$ cat src/rtl/wbs_kdtree_slave_pkg.sv
// Shared constants and types for the KD-tree Wishbone slave: address map,
// decoded window and FSM state encodings, fixed read-back patterns.
package kdtree_wbs_pkg;

  localparam logic [31:0] BASE_ADDR_DEF = 32'h3000_0000;
  localparam logic [31:0] ADDR_MASK_DEF = 32'hFFFF_0000;

  // Stream window offsets from the slave base
  localparam logic [31:0] OFF_QUERY = 32'h0001_0000;
  localparam logic [31:0] OFF_LEAF  = 32'h0002_0000;
  localparam logic [31:0] OFF_BEST  = 32'h0003_0000;
  localparam logic [31:0] OFF_NODE  = 32'h0004_0000;

  // CSR offsets within the base window
  localparam logic [15:0] CSR_MODE  = 16'h0000;
  localparam logic [15:0] CSR_DEBUG = 16'h0004;
  localparam logic [15:0] CSR_DONE  = 16'h0008;
  localparam logic [15:0] CSR_START = 16'h000C;
  localparam logic [15:0] CSR_BUSY  = 16'h0010;

  localparam logic [31:0] DEAD_BEEF = 32'hDEAD_BEEF;
  localparam logic [31:0] BAD0      = 32'hBAD0_0000;

  localparam logic [7:0] TIMEOUT_CYCLES = 8'd255;

  typedef enum logic [2:0] {
    WIN_CSR,
    WIN_QUERY,
    WIN_LEAF,
    WIN_BEST,
    WIN_NODE,
    WIN_NONE
  } win_e;

  typedef enum logic [1:0] {
    ST_IDLE,
    ST_PUSH,
    ST_POP,
    ST_ACK
  } state_e;

endpackage

$ cat src/rtl/wbs_kdtree_slave_if.sv
// Wishbone classic bus bundle between the caravel wbs_* pins and the slave.
interface wbs_kdtree_slave_if;
  logic        wbs_cyc_i;
  logic        wbs_stb_i;
  logic        wbs_we_i;
  logic [3:0]  wbs_sel_i;
  logic [31:0] wbs_adr_i;
  logic [31:0] wbs_dat_i;
  logic        wbs_ack_o;
  logic [31:0] wbs_dat_o;

  modport slave (
    input  wbs_cyc_i, wbs_stb_i, wbs_we_i, wbs_sel_i, wbs_adr_i, wbs_dat_i,
    output wbs_ack_o, wbs_dat_o
  );

  modport master (
    output wbs_cyc_i, wbs_stb_i, wbs_we_i, wbs_sel_i, wbs_adr_i, wbs_dat_i,
    input  wbs_ack_o, wbs_dat_o
  );
endinterface

$ cat src/rtl/wbs_kdtree_slave_addr_decode.sv
// Combinational address decoder: bus address -> window plus CSR offset.
// CSR offsets outside the defined register set decode as WIN_NONE.
module wbs_addr_decode
  import kdtree_wbs_pkg::*;
#(
  parameter logic [31:0] BASE_ADDR = BASE_ADDR_DEF,
  parameter logic [31:0] ADDR_MASK = ADDR_MASK_DEF
) (
  input  logic [31:0] adr_i,
  output win_e        win_o,
  output logic [15:0] csr_off_o
);

  logic [31:0] sel_addr;
  logic [31:0] off;

  always_comb begin
    sel_addr  = adr_i & ADDR_MASK;
    off       = adr_i & ~ADDR_MASK;
    csr_off_o = off[15:0];
    win_o     = WIN_NONE;
    if (sel_addr == BASE_ADDR) begin
      case (off[15:0])
        CSR_MODE, CSR_DEBUG, CSR_DONE, CSR_START, CSR_BUSY:
          if (off[31:16] == '0) win_o = WIN_CSR;
        default: win_o = WIN_NONE;
      endcase
    end else if (sel_addr == BASE_ADDR + OFF_QUERY) begin
      win_o = WIN_QUERY;
    end else if (sel_addr == BASE_ADDR + OFF_LEAF) begin
      win_o = WIN_LEAF;
    end else if (sel_addr == BASE_ADDR + OFF_BEST) begin
      win_o = WIN_BEST;
    end else if (sel_addr == BASE_ADDR + OFF_NODE) begin
      win_o = WIN_NODE;
    end
  end

endmodule

$ cat src/rtl/wbs_kdtree_slave.sv
// Wishbone classic slave for the KD-tree accelerator: CSRs plus stream push/pop
// windows. Define WBS_TIMEOUT_EN to abort stalled stream transfers after 255 cycles.
module wbs_kdtree_slave
  import kdtree_wbs_pkg::*;
#(
  parameter int unsigned DATA_WIDTH = 11,
  parameter logic [31:0] BASE_ADDR  = BASE_ADDR_DEF,
  parameter logic [31:0] ADDR_MASK  = ADDR_MASK_DEF
) (
  input  logic                    wb_clk_i,
  input  logic                    wb_rst_i,
  wbs_kdtree_slave_if.slave       wbs,
  output logic                    mode_o,
  output logic                    debug_o,
  output logic                    fsm_start_o,
  input  logic                    fsm_done_i,
  input  logic                    fsm_busy_i,
  output logic                    node_valid_o,
  input  logic                    node_ready_i,
  output logic [2*DATA_WIDTH-1:0] node_data_o,
  output logic                    leaf_valid_o,
  input  logic                    leaf_ready_i,
  output logic [DATA_WIDTH-1:0]   leaf_data_o,
  output logic                    query_valid_o,
  input  logic                    query_ready_i,
  output logic [DATA_WIDTH-1:0]   query_data_o,
  input  logic                    best_valid_i,
  output logic                    best_ready_o,
  input  logic [DATA_WIDTH-1:0]   best_data_i
);

  state_e                  state_q, state_d;
  logic                    mode_q, mode_d;
  logic                    debug_q, debug_d;
  logic                    sticky_q, sticky_d;
  logic                    start_q, start_d;
  logic [31:0]             rdata_q, rdata_d;
  logic                    node_valid_q, node_valid_d;
  logic                    leaf_valid_q, leaf_valid_d;
  logic                    query_valid_q, query_valid_d;
  logic [2*DATA_WIDTH-1:0] node_data_q, node_data_d;
  logic [DATA_WIDTH-1:0]   leaf_data_q, leaf_data_d;
  logic [DATA_WIDTH-1:0]   query_data_q, query_data_d;
`ifdef WBS_TIMEOUT_EN
  logic [7:0]              cnt_q, cnt_d;
`endif

  win_e        win;
  logic [15:0] csr_off;
  logic [31:0] csr_rdata;
  logic        ack;
  logic        req;
  logic        push_hs;
  logic        unused_bits;

  wbs_addr_decode #(
    .BASE_ADDR (BASE_ADDR),
    .ADDR_MASK (ADDR_MASK)
  ) u_decode (
    .adr_i     (wbs.wbs_adr_i),
    .win_o     (win),
    .csr_off_o (csr_off)
  );

  assign ack     = (state_q == ST_ACK);
  assign req     = wbs.wbs_cyc_i && wbs.wbs_stb_i && !ack;
  assign push_hs = (node_valid_q && node_ready_i) ||
                   (leaf_valid_q && leaf_ready_i) ||
                   (query_valid_q && query_ready_i);
  assign unused_bits = ^{wbs.wbs_sel_i[3:1], wbs.wbs_dat_i[31:2*DATA_WIDTH]};

  always_comb begin
    csr_rdata = '0;
    case (csr_off)
      CSR_MODE:  csr_rdata = {31'd0, mode_q};
      CSR_DEBUG: csr_rdata = {30'd0, sticky_q, debug_q};
      CSR_DONE:  csr_rdata = {31'd0, fsm_done_i};
      CSR_BUSY:  csr_rdata = {31'd0, fsm_busy_i};
      default:   csr_rdata = '0;
    endcase
  end

  always_comb begin
    state_d       = state_q;
    mode_d        = mode_q;
    debug_d       = debug_q;
    sticky_d      = sticky_q;
    start_d       = 1'b0;
    rdata_d       = rdata_q;
    node_valid_d  = node_valid_q;
    leaf_valid_d  = leaf_valid_q;
    query_valid_d = query_valid_q;
    node_data_d   = node_data_q;
    leaf_data_d   = leaf_data_q;
    query_data_d  = query_data_q;
    best_ready_o  = 1'b0;
`ifdef WBS_TIMEOUT_EN
    cnt_d         = '0;
`endif
    case (state_q)
      ST_IDLE: begin
        if (req) begin
          rdata_d = '0;
          state_d = ST_ACK;
          case (win)
            WIN_CSR: begin
              if (!wbs.wbs_we_i) begin
                rdata_d = csr_rdata;
              end else begin
                case (csr_off)
                  CSR_MODE:
                    if (wbs.wbs_sel_i[0]) mode_d = wbs.wbs_dat_i[0];
                  CSR_DEBUG: begin
                    if (wbs.wbs_sel_i[0]) debug_d = wbs.wbs_dat_i[0];
`ifdef WBS_TIMEOUT_EN
                    if (wbs.wbs_sel_i[0] && wbs.wbs_dat_i[1]) sticky_d = 1'b0;
`endif
                  end
                  CSR_START:
                    if (wbs.wbs_sel_i[0] && wbs.wbs_dat_i[0]) start_d = 1'b1;
                  default: ;
                endcase
              end
            end
            WIN_QUERY:
              if (wbs.wbs_we_i) begin
                query_valid_d = 1'b1;
                query_data_d  = wbs.wbs_dat_i[DATA_WIDTH-1:0];
                state_d       = ST_PUSH;
              end
            WIN_LEAF:
              if (wbs.wbs_we_i) begin
                leaf_valid_d = 1'b1;
                leaf_data_d  = wbs.wbs_dat_i[DATA_WIDTH-1:0];
                state_d      = ST_PUSH;
              end
            WIN_NODE:
              if (wbs.wbs_we_i) begin
                node_valid_d = 1'b1;
                node_data_d  = wbs.wbs_dat_i[2*DATA_WIDTH-1:0];
                state_d      = ST_PUSH;
              end
            WIN_BEST:
              if (!wbs.wbs_we_i) state_d = ST_POP;
            default:
              rdata_d = wbs.wbs_we_i ? '0 : DEAD_BEEF;
          endcase
        end
      end
      ST_PUSH: begin
        // The word is delivered even if the master abandons the cycle.
        if (push_hs) begin
          node_valid_d  = 1'b0;
          leaf_valid_d  = 1'b0;
          query_valid_d = 1'b0;
          rdata_d       = '0;
          state_d       = (wbs.wbs_cyc_i && wbs.wbs_stb_i) ? ST_ACK : ST_IDLE;
        end
`ifdef WBS_TIMEOUT_EN
        else if (cnt_q == TIMEOUT_CYCLES - 8'd1) begin
          node_valid_d  = 1'b0;
          leaf_valid_d  = 1'b0;
          query_valid_d = 1'b0;
          rdata_d       = BAD0;
          sticky_d      = 1'b1;
          state_d       = ST_ACK;
        end else begin
          cnt_d = cnt_q + 8'd1;
        end
`endif
      end
      ST_POP: begin
        if (!wbs.wbs_cyc_i) begin
          state_d = ST_IDLE;
        end else if (best_valid_i) begin
          best_ready_o = 1'b1;
          rdata_d      = 32'(best_data_i);
          state_d      = ST_ACK;
        end
`ifdef WBS_TIMEOUT_EN
        else if (cnt_q == TIMEOUT_CYCLES - 8'd1) begin
          rdata_d  = BAD0;
          sticky_d = 1'b1;
          state_d  = ST_ACK;
        end else begin
          cnt_d = cnt_q + 8'd1;
        end
`endif
      end
      ST_ACK:  state_d = ST_IDLE;
      default: state_d = ST_IDLE;
    endcase
  end

  always_ff @(posedge wb_clk_i) begin
    if (wb_rst_i) begin
      state_q       <= ST_IDLE;
      mode_q        <= 1'b0;
      debug_q       <= 1'b0;
      sticky_q      <= 1'b0;
      start_q       <= 1'b0;
      rdata_q       <= '0;
      node_valid_q  <= 1'b0;
      leaf_valid_q  <= 1'b0;
      query_valid_q <= 1'b0;
      node_data_q   <= '0;
      leaf_data_q   <= '0;
      query_data_q  <= '0;
`ifdef WBS_TIMEOUT_EN
      cnt_q         <= '0;
`endif
    end else begin
      state_q       <= state_d;
      mode_q        <= mode_d;
      debug_q       <= debug_d;
      sticky_q      <= sticky_d;
      start_q       <= start_d;
      rdata_q       <= rdata_d;
      node_valid_q  <= node_valid_d;
      leaf_valid_q  <= leaf_valid_d;
      query_valid_q <= query_valid_d;
      node_data_q   <= node_data_d;
      leaf_data_q   <= leaf_data_d;
      query_data_q  <= query_data_d;
`ifdef WBS_TIMEOUT_EN
      cnt_q         <= cnt_d;
`endif
    end
  end

  assign wbs.wbs_ack_o = ack;
  assign wbs.wbs_dat_o = ack ? rdata_q : '0;
  assign mode_o        = mode_q;
  assign debug_o       = debug_q;
  assign fsm_start_o   = start_q;
  assign node_valid_o  = node_valid_q;
  assign node_data_o   = node_data_q;
  assign leaf_valid_o  = leaf_valid_q;
  assign leaf_data_o   = leaf_data_q;
  assign query_valid_o = query_valid_q;
  assign query_data_o  = query_data_q;

endmodule

$ cat src/flat_wrapper.sv
// flat-port wrapper written by rule: the top's interface ports become plain ports
module wbs_kdtree_slave_flat import kdtree_wbs_pkg::*;
#(
  parameter int unsigned DATA_WIDTH = 11,
  parameter logic [31:0] BASE_ADDR  = BASE_ADDR_DEF,
  parameter logic [31:0] ADDR_MASK  = ADDR_MASK_DEF
)
  (wb_clk_i, wb_rst_i, mode_o, debug_o, fsm_start_o, fsm_done_i, fsm_busy_i, node_valid_o, node_ready_i, node_data_o, leaf_valid_o, leaf_ready_i, leaf_data_o, query_valid_o, query_ready_i, query_data_o, best_valid_i, best_ready_o, best_data_i, wbs_wbs_cyc_i, wbs_wbs_stb_i, wbs_wbs_we_i, wbs_wbs_sel_i, wbs_wbs_adr_i, wbs_wbs_dat_i, wbs_wbs_ack_o, wbs_wbs_dat_o);
  wbs_kdtree_slave_if wbs_i ();
  input  logic wb_clk_i;
  input  logic wb_rst_i;
  output logic mode_o;
  output logic debug_o;
  output logic fsm_start_o;
  input  logic fsm_done_i;
  input  logic fsm_busy_i;
  output logic node_valid_o;
  input  logic node_ready_i;
  output logic [2*DATA_WIDTH-1:0] node_data_o;
  output logic leaf_valid_o;
  input  logic leaf_ready_i;
  output logic [DATA_WIDTH-1:0] leaf_data_o;
  output logic query_valid_o;
  input  logic query_ready_i;
  output logic [DATA_WIDTH-1:0] query_data_o;
  input  logic best_valid_i;
  output logic best_ready_o;
  input  logic [DATA_WIDTH-1:0] best_data_i;
  input wire logic [$bits(wbs_i.wbs_cyc_i)-1:0] wbs_wbs_cyc_i;
  input wire logic [$bits(wbs_i.wbs_stb_i)-1:0] wbs_wbs_stb_i;
  input wire logic [$bits(wbs_i.wbs_we_i)-1:0] wbs_wbs_we_i;
  input wire logic [$bits(wbs_i.wbs_sel_i)-1:0] wbs_wbs_sel_i;
  input wire logic [$bits(wbs_i.wbs_adr_i)-1:0] wbs_wbs_adr_i;
  input wire logic [$bits(wbs_i.wbs_dat_i)-1:0] wbs_wbs_dat_i;
  output wire logic [$bits(wbs_i.wbs_ack_o)-1:0] wbs_wbs_ack_o;
  output wire logic [$bits(wbs_i.wbs_dat_o)-1:0] wbs_wbs_dat_o;
  assign wbs_i.wbs_cyc_i = wbs_wbs_cyc_i;
  assign wbs_i.wbs_stb_i = wbs_wbs_stb_i;
  assign wbs_i.wbs_we_i = wbs_wbs_we_i;
  assign wbs_i.wbs_sel_i = wbs_wbs_sel_i;
  assign wbs_i.wbs_adr_i = wbs_wbs_adr_i;
  assign wbs_i.wbs_dat_i = wbs_wbs_dat_i;
  assign wbs_wbs_ack_o = wbs_i.wbs_ack_o;
  assign wbs_wbs_dat_o = wbs_i.wbs_dat_o;
  wbs_kdtree_slave #(.DATA_WIDTH(DATA_WIDTH), .BASE_ADDR(BASE_ADDR), .ADDR_MASK(ADDR_MASK)) u_core (.wb_clk_i(wb_clk_i), .wb_rst_i(wb_rst_i), .wbs(wbs_i), .mode_o(mode_o), .debug_o(debug_o), .fsm_start_o(fsm_start_o), .fsm_done_i(fsm_done_i), .fsm_busy_i(fsm_busy_i), .node_valid_o(node_valid_o), .node_ready_i(node_ready_i), .node_data_o(node_data_o), .leaf_valid_o(leaf_valid_o), .leaf_ready_i(leaf_ready_i), .leaf_data_o(leaf_data_o), .query_valid_o(query_valid_o), .query_ready_i(query_ready_i), .query_data_o(query_data_o), .best_valid_i(best_valid_i), .best_ready_o(best_ready_o), .best_data_i(best_data_i));
endmodule
$ cat config.mk
export PLATFORM = sky130hd
export DESIGN_NAME = wbs_kdtree_slave_flat
export DESIGN_NICKNAME = d
export VERILOG_FILES = /design/src/rtl/wbs_kdtree_slave_pkg.sv /design/src/rtl/wbs_kdtree_slave_if.sv /design/src/rtl/wbs_kdtree_slave_addr_decode.sv /design/src/rtl/wbs_kdtree_slave.sv /design/src/flat_wrapper.sv
export SDC_FILE = /design/constraint.sdc
export NUM_CORES = 1
export LEC_CHECK = 0
export BUFFER_PORTS_ARGS = -buffer_cell sky130_fd_sc_hd__buf_2
export CORE_MARGIN = 3
export CORE_UTILIZATION = 41
export DETAILED_ROUTE_END_ITERATION = 16
export GPL_ROUTABILITY_DRIVEN = 0
export PLACE_DENSITY = 0.88
export SETUP_SLACK_MARGIN = 0.4
export SLEW_MARGIN = 10
export SYNTH_ARGS = -nofsm -noshare
export SYNTH_HDL_FRONTEND = slang
export SYNTH_HIERARCHICAL = 1
export SYNTH_SLANG_ARGS = --single-unit
export TNS_END_PERCENT = 1
$ cat constraint.sdc
create_clock -name wb_clk_i -period 2.2 [get_ports wb_clk_i]
set_input_delay 0.22 -clock wb_clk_i [delete_from_list [all_inputs] [get_ports wb_clk_i]]
set_output_delay 0.22 -clock wb_clk_i [all_outputs]
set_load 0.005 [all_outputs]
**After elaboration in Yosys (flattened, before gate mapping)**

Index checks and enable logic that the tools add are counted.

- Bits in registers: 84
- Output and inout bits: 84

- Equal/unequal tests: 25
- Mux-type cells: 40
- Bitwise logic cells: 5
- Reduce and logical (&&, ||, !) cells: 28

Operators by type and width:

| cell | count |
|---|---|
| 32-bit two-way mux | 6 |
| 32-bit one-hot mux with 3 select lines | 1 |
| 16-bit by 14-bit equality test with 1-bit output (second input constant) | 5 |
| 32-bit one-hot mux with 2 select lines | 1 |
| 16-bit by 4-bit equality test with 1-bit output (second input constant) | 2 |
| 5-bit AND reduction | 4 |
| 16-bit by 3-bit equality test with 1-bit output (second input constant) | 1 |
| 16-bit by 5-bit equality test with 1-bit output (second input constant) | 1 |
| 16-bit zero test | 1 |
| 1-bit two-way mux | 15 |
| 3-bit two-way mux | 5 |
| 2-bit two-way mux | 6 |
| 2-bit inequality test (second input constant) | 6 |
| 4-bit AND reduction | 3 |
| 6-bit AND reduction | 2 |
| 2-bit one-hot mux with 4 select lines | 1 |
| 3-bit by 2-bit equality test with 1-bit output (second input constant) | 2 |
| 1-bit logical AND | 6 |
| 1-bit one-hot mux with 2 select lines | 3 |
| 6-bit OR reduction | 1 |
| 1-bit NOT | 5 |
| 5-bit OR reduction | 1 |
| 2-bit equality test (second input constant) | 2 |
| 2-bit by 1-bit inequality test with 1-bit output (second input constant) | 2 |
| other kinds (15) | 16 |

**Longest topological paths before layout**

- Depth after elaboration: 11
- Gate-level depth with buffers: 10
- Depth with buffers taken out: 8

**Modules after synthesis**

The synthesis kept the hierarchy.

By module, submodules not included:

| module | instances | cells each | area each (µm²) |
|---|---|---|---|
| wbs_kdtree_slave | 1 | 346 | 3047.9 |
| wbs_addr_decode | 1 | 31 | 220.2 |

**Least setup slack after synthesis**

No wires, ideal clock.

- Kind: input -> register
- From: input port wbs_wbs_adr_i[31]
- To: register u_core.node_data_q[10], in the netlist u_core/node_data_o[10]
- Library setup time: 0.132 ns
- Arrival: 2.060 ns
- Data required time: 2.068 ns
- Slack: 0.008 ns
- Cell stages on the path: 9
- Path buffers: 2
- Cell sequence: nor4_1 -> nand4_1 -> a2111oi_2 -> o31ai_1 -> buf_2 -> or4_4 -> buf_6 -> nand2_1 -> a21oi_1

- Cells in the longest elaborated chain, start to end: 8
- Elaborated cells between the ends (all ways): 12

Ends and longest elaborated chain:

| element | RTL line | source |
|---|---|---|
| start, declared | flat_wrapper.sv:33 | `input wire logic [$bits(wbs_i.wbs_adr_i)-1:0] wbs_wbs_adr_i;` |
| 16-bit by 14-bit equality test with 1-bit output | wbs_kdtree_slave_addr_decode.sv:34 | `end else if (sel_addr == BASE_ADDR + OFF_NODE) begin` |
| 1-bit two-way mux | wbs_kdtree_slave_addr_decode.sv:34 |  |
| 3-bit two-way mux | wbs_kdtree_slave_addr_decode.sv:32 | `end else if (sel_addr == BASE_ADDR + OFF_BEST) begin` |
| 3-bit two-way mux | wbs_kdtree_slave_addr_decode.sv:30 | `end else if (sel_addr == BASE_ADDR + OFF_LEAF) begin` |
| 3-bit two-way mux | wbs_kdtree_slave_addr_decode.sv:28 | `end else if (sel_addr == BASE_ADDR + OFF_QUERY) begin` |
| 3-bit two-way mux * | wbs_kdtree_slave_addr_decode.sv:22 | `if (sel_addr == BASE_ADDR) begin` |
| net u_core.win[0] | wbs_kdtree_slave.sv:48 | `win_e win;` |
| 3-bit equality test * | wbs_kdtree_slave.sv:105 | `case (win)` |
| 4-bit AND reduction (no line) * | - |  |
| end signal, assigned | wbs_kdtree_slave.sv:222 | `node_data_q <= node_data_d;` |
| end, declared | wbs_kdtree_slave.sv:41 | `logic [2*DATA_WIDTH-1:0] node_data_q, node_data_d;` |

The timed path passes the listed nets; every way through them passes the cells marked *.
A chain may end at the register's enable or synchronous reset.

**Worst setup path after layout**

- From: input port wbs_wbs_adr_i[31]
- To: register u_core.leaf_data_q[6], in the netlist u_core/leaf_data_o[6]

- Elaborated cells between the ends (all ways): 12

RTL lines:

| element | RTL line | source |
|---|---|---|
| 16-bit by 14-bit equality test with 1-bit output | wbs_kdtree_slave_addr_decode.sv:32 |  |
| 3-bit two-way mux | wbs_kdtree_slave_addr_decode.sv:32 |  |
| 3-bit two-way mux | wbs_kdtree_slave_addr_decode.sv:30 |  |
| 3-bit two-way mux | wbs_kdtree_slave_addr_decode.sv:28 |  |
| 3-bit two-way mux * | wbs_kdtree_slave_addr_decode.sv:22 |  |
| net u_core.win[2] | wbs_kdtree_slave.sv:48 |  |
| 3-bit by 2-bit equality test with 1-bit output * | wbs_kdtree_slave.sv:105 |  |
| 4-bit AND reduction (no line) * | - |  |
| end signal, assigned | wbs_kdtree_slave.sv:223 | `leaf_data_q <= leaf_data_d;` |
| end, declared | wbs_kdtree_slave.sv:42 | `logic [DATA_WIDTH-1:0] leaf_data_q, leaf_data_d;` |

Marked as above.

==> flow_summary.toml <==
[grt]
grt_pass1_wl_mm = 13.4
grt_usage = 0.186
grt_pass1_vias = 2887
grt-ovfl-total = 0
antenna_found_initial = 0
grt_max_degree = 33

[drt]
vias = 3166
post_drt_via_cell_ratio = 5.08
postRouteAntennaNets = 0
wl_mm = 8.90
drt_pass1_iterations = 4
avgRoutedWirePerCell_um = 14.3
drtIter0Drc = 99
drc = 0

[sta]
fmax_ghz = 0.478
period_needed_ns = 2.09
tns_ns = 0
relSlewSlack = 0.593
rsz0062_at_grt = "true"
fin_crit_sh = 0.951
worstMarginPinSlew_ns = 0.611
setup_ws_ns = 0.107
report.final.hold_viol_count = 0
skew_ns = 0.00714
finalMaxSlewViolations = 0
setup_viol = 0

[clock_network]
cts_buffers = 9
hold_buffers = 0
h-tree-depth = 3
cts_tree = "built"
cts_buffer_depth = 2
cts-root-buf = "clkbuf_8"
clk_pin_slew_ns = 0.07
cts.sinks = 64
clk_latency_ns = 0.33

[die]
rows = 31
coreArea_um2 = 7490
initial_core_util = 0.437
die_width_um = 95.3
dieArea_um2 = 9080
die_y_um = 95.3
ios = 174

[yosys]
netlist_area_um2 = 3270
synthCells = 377
synthFlopType = "dfxtp_1"
yosysSeqAreaShare = 0.392
yosys_warnings = 6
synth_seq_cells = 64
avgSynthCellArea_um2 = 8.67
synth_cell_type_count = 48
synth_enable_flop_cells = 0
synth-async-reset-ratio = 0

[critical_path]
r2r_slack_ns = 0.19
arrival_ns = 2.31
crit_fanout = 7
critical_path_class = "input port to flop"
endpoint_kind = "flop"
required_ns = 2.42
start_kind = "input port"

[pwr]
seq_power_share = 0.403
switching_share = 0.324
power_density_nw_per_um2 = 729
ir_drop_v = 0.000395
leakagePower_nw = 1.94
p_switching_mw = 1.03
clock_power_share = 0.321
p_int_mw = 2.15
pwr-share-comb = 0.276

[layout]
stdcell_area_um2 = 4360
syn_to_final_growth_pct = 33.3
final_nets = 614
antennaDiodeCount = 0
final_layout_size_suffix_gt1_frac = 0.422
stdcell_count = 623

[status]
status = "finished, final reports clean"

[place]
place_hpwl_mm = 6.56
placed_cell_area_um2 = 4020
place_inst = 604
pre_cts_slack_ns = -0.240
portBuffers = 154

[min_path]
hp-class = "input port to flop"

[run]
cap_violations = 0
## per-layer routing
metal / vias up / global-route usage / part of all wire
met5: - / 0 / 0
met3: 10 / 0.0552 / 0.078
met2: 127 / 0.315 / 0.49
met1: 1456 / 0.228 / 0.42
met4: 0 / 0.0541 / 0.0090
li1: 1573 / - / -
## worst max-delay path: stages
cell and delay [ns]:
buf_2 0.11, nor4_4 0.27, nand4_1 0.19, buf_4 0.19
nor3_4 0.18, o31ai_2 0.13, nand2b_4 0.17, nor4_4 0.24
buf_4 0.18, buf_12 0.14, mux2i_1 0.20, nor2_1 0.07
## sequential cells by signal (all words and copies together), names as in the netlist
signal / cells
u_core/mode_o: 1
u_core/debug_o: 1
u_core/query_data_o: 11
u_core/rdata_q: 12
u_core/state_q: 2
u_core/fsm_start_o: 1
u_core/leaf_valid_o: 1
u_core/leaf_data_o: 11
u_core/node_data_o: 22
u_core/query_valid_o: 1
u_core/node_valid_o: 1
## cell type report
type | count | area [um2]
fill | 678 | 3130
inverter | 4 | 15.0
clock inverter | 7 | 80.1
timing repair buffer | 183 | 1060
clock buffer | 9 | 124
multi-input combinational | 257 | 1670
sequential | 64 | 1280
tap | 99 | 124
## placed cells by master, fill, tap and decap left out, types with 7 or more instances in the layout
cell type,n
buf_4,25
clkbuf_8,9
buf_2,150
nor2_1,28
a21oi_1,42
a2111oi_0,7
nand2_1,53
mux2i_1,22
dfxtp_1,64
nand4_1,7
and2_1,13
nor3_1,9
## cell usage after synthesis, types with 3 or more instances
master / count / area share
a2111oi_0: 9 / 0.024
mux2i_1: 22 / 0.067
a211oi_1: 4 / 0.0092
nand2_1: 53 / 0.061
a21oi_1: 42 / 0.064
nor3_1: 10 / 0.015
dfxtp_1: 64 / 0.39
nand3b_1: 4 / 0.0092
buf_2: 3 / 0.0046
and2_1: 14 / 0.027
buf_4: 38 / 0.087
nand4_1: 7 / 0.013
nor2_1: 28 / 0.032
o21ai_0: 5 / 0.0077
ha_1: 5 / 0.019
clkbuf_1: 11 / 0.013
inv_1: 4 / 0.0046
nor4_1: 10 / 0.019
nor4_4: 3 / 0.020
buf_6: 5 / 0.017
nand2b_1: 4 / 0.0077
## logic make-up after synthesis
kind of cell | share of synthesized area
simple gates | 0.238
compound gates | 0.153
flops | 0.392
buf+inv | 0.126
mux | 0.0674
fa+ha+maj | 0.0191
other cells | 0.00115
xor+xnor | 0.00268
## worst paths after layout
kind	startpoint	end	depth (start not counted)
hold reg to reg	u_core/node_data_o[6]	u_core/node_data_o[6]	2
setup reg to reg	u_core/state_q[0]	u_core/node_data_o[11]	6
setup / recovery	wbs_wbs_adr_i[31]	u_core/leaf_data_o[6]	12
hold / removal	wbs_wbs_dat_i[14]	u_core/node_data_o[14]	3
## per-stage QoR
| stage | hold slack, ns | total power, mW | utilization |
|---|---|---|---|
| final | 0.128 | 3.18 | 0.582 |
| after global routing | 0.111 | 3.37 | 0.582 |
| after floorplan | 0.339 | 1.91 | - |
| after CTS | 0.110 | 3.18 | 0.565 |
| after detailed placement | 0.441 | 2.15 | 0.537 |
| after global placement | 0.435 | 2.12 | 0.537 |
## what timing repair did
action                     in CTS  in global routing
cloned                          0                  1
setup endpoints to repair      76                 79
gates resized for setup         2                 17
buffers inserted                0                  2
pin swaps                       0                  9
## power groups by stage
stage          registers, mW  logic [mW]  clock network [mW]
2_1_floorplan           1.29       0.615                   0
3_3_place_gp            1.30       0.820                   0
3_5_place_dp            1.31       0.846                   0
4_1_cts                 1.28       0.848                1.05
5_1_grt                 1.29       0.981                1.10
6_report                1.28       0.877                1.02
Note: power is estimated with default switching activity, not from simulation.
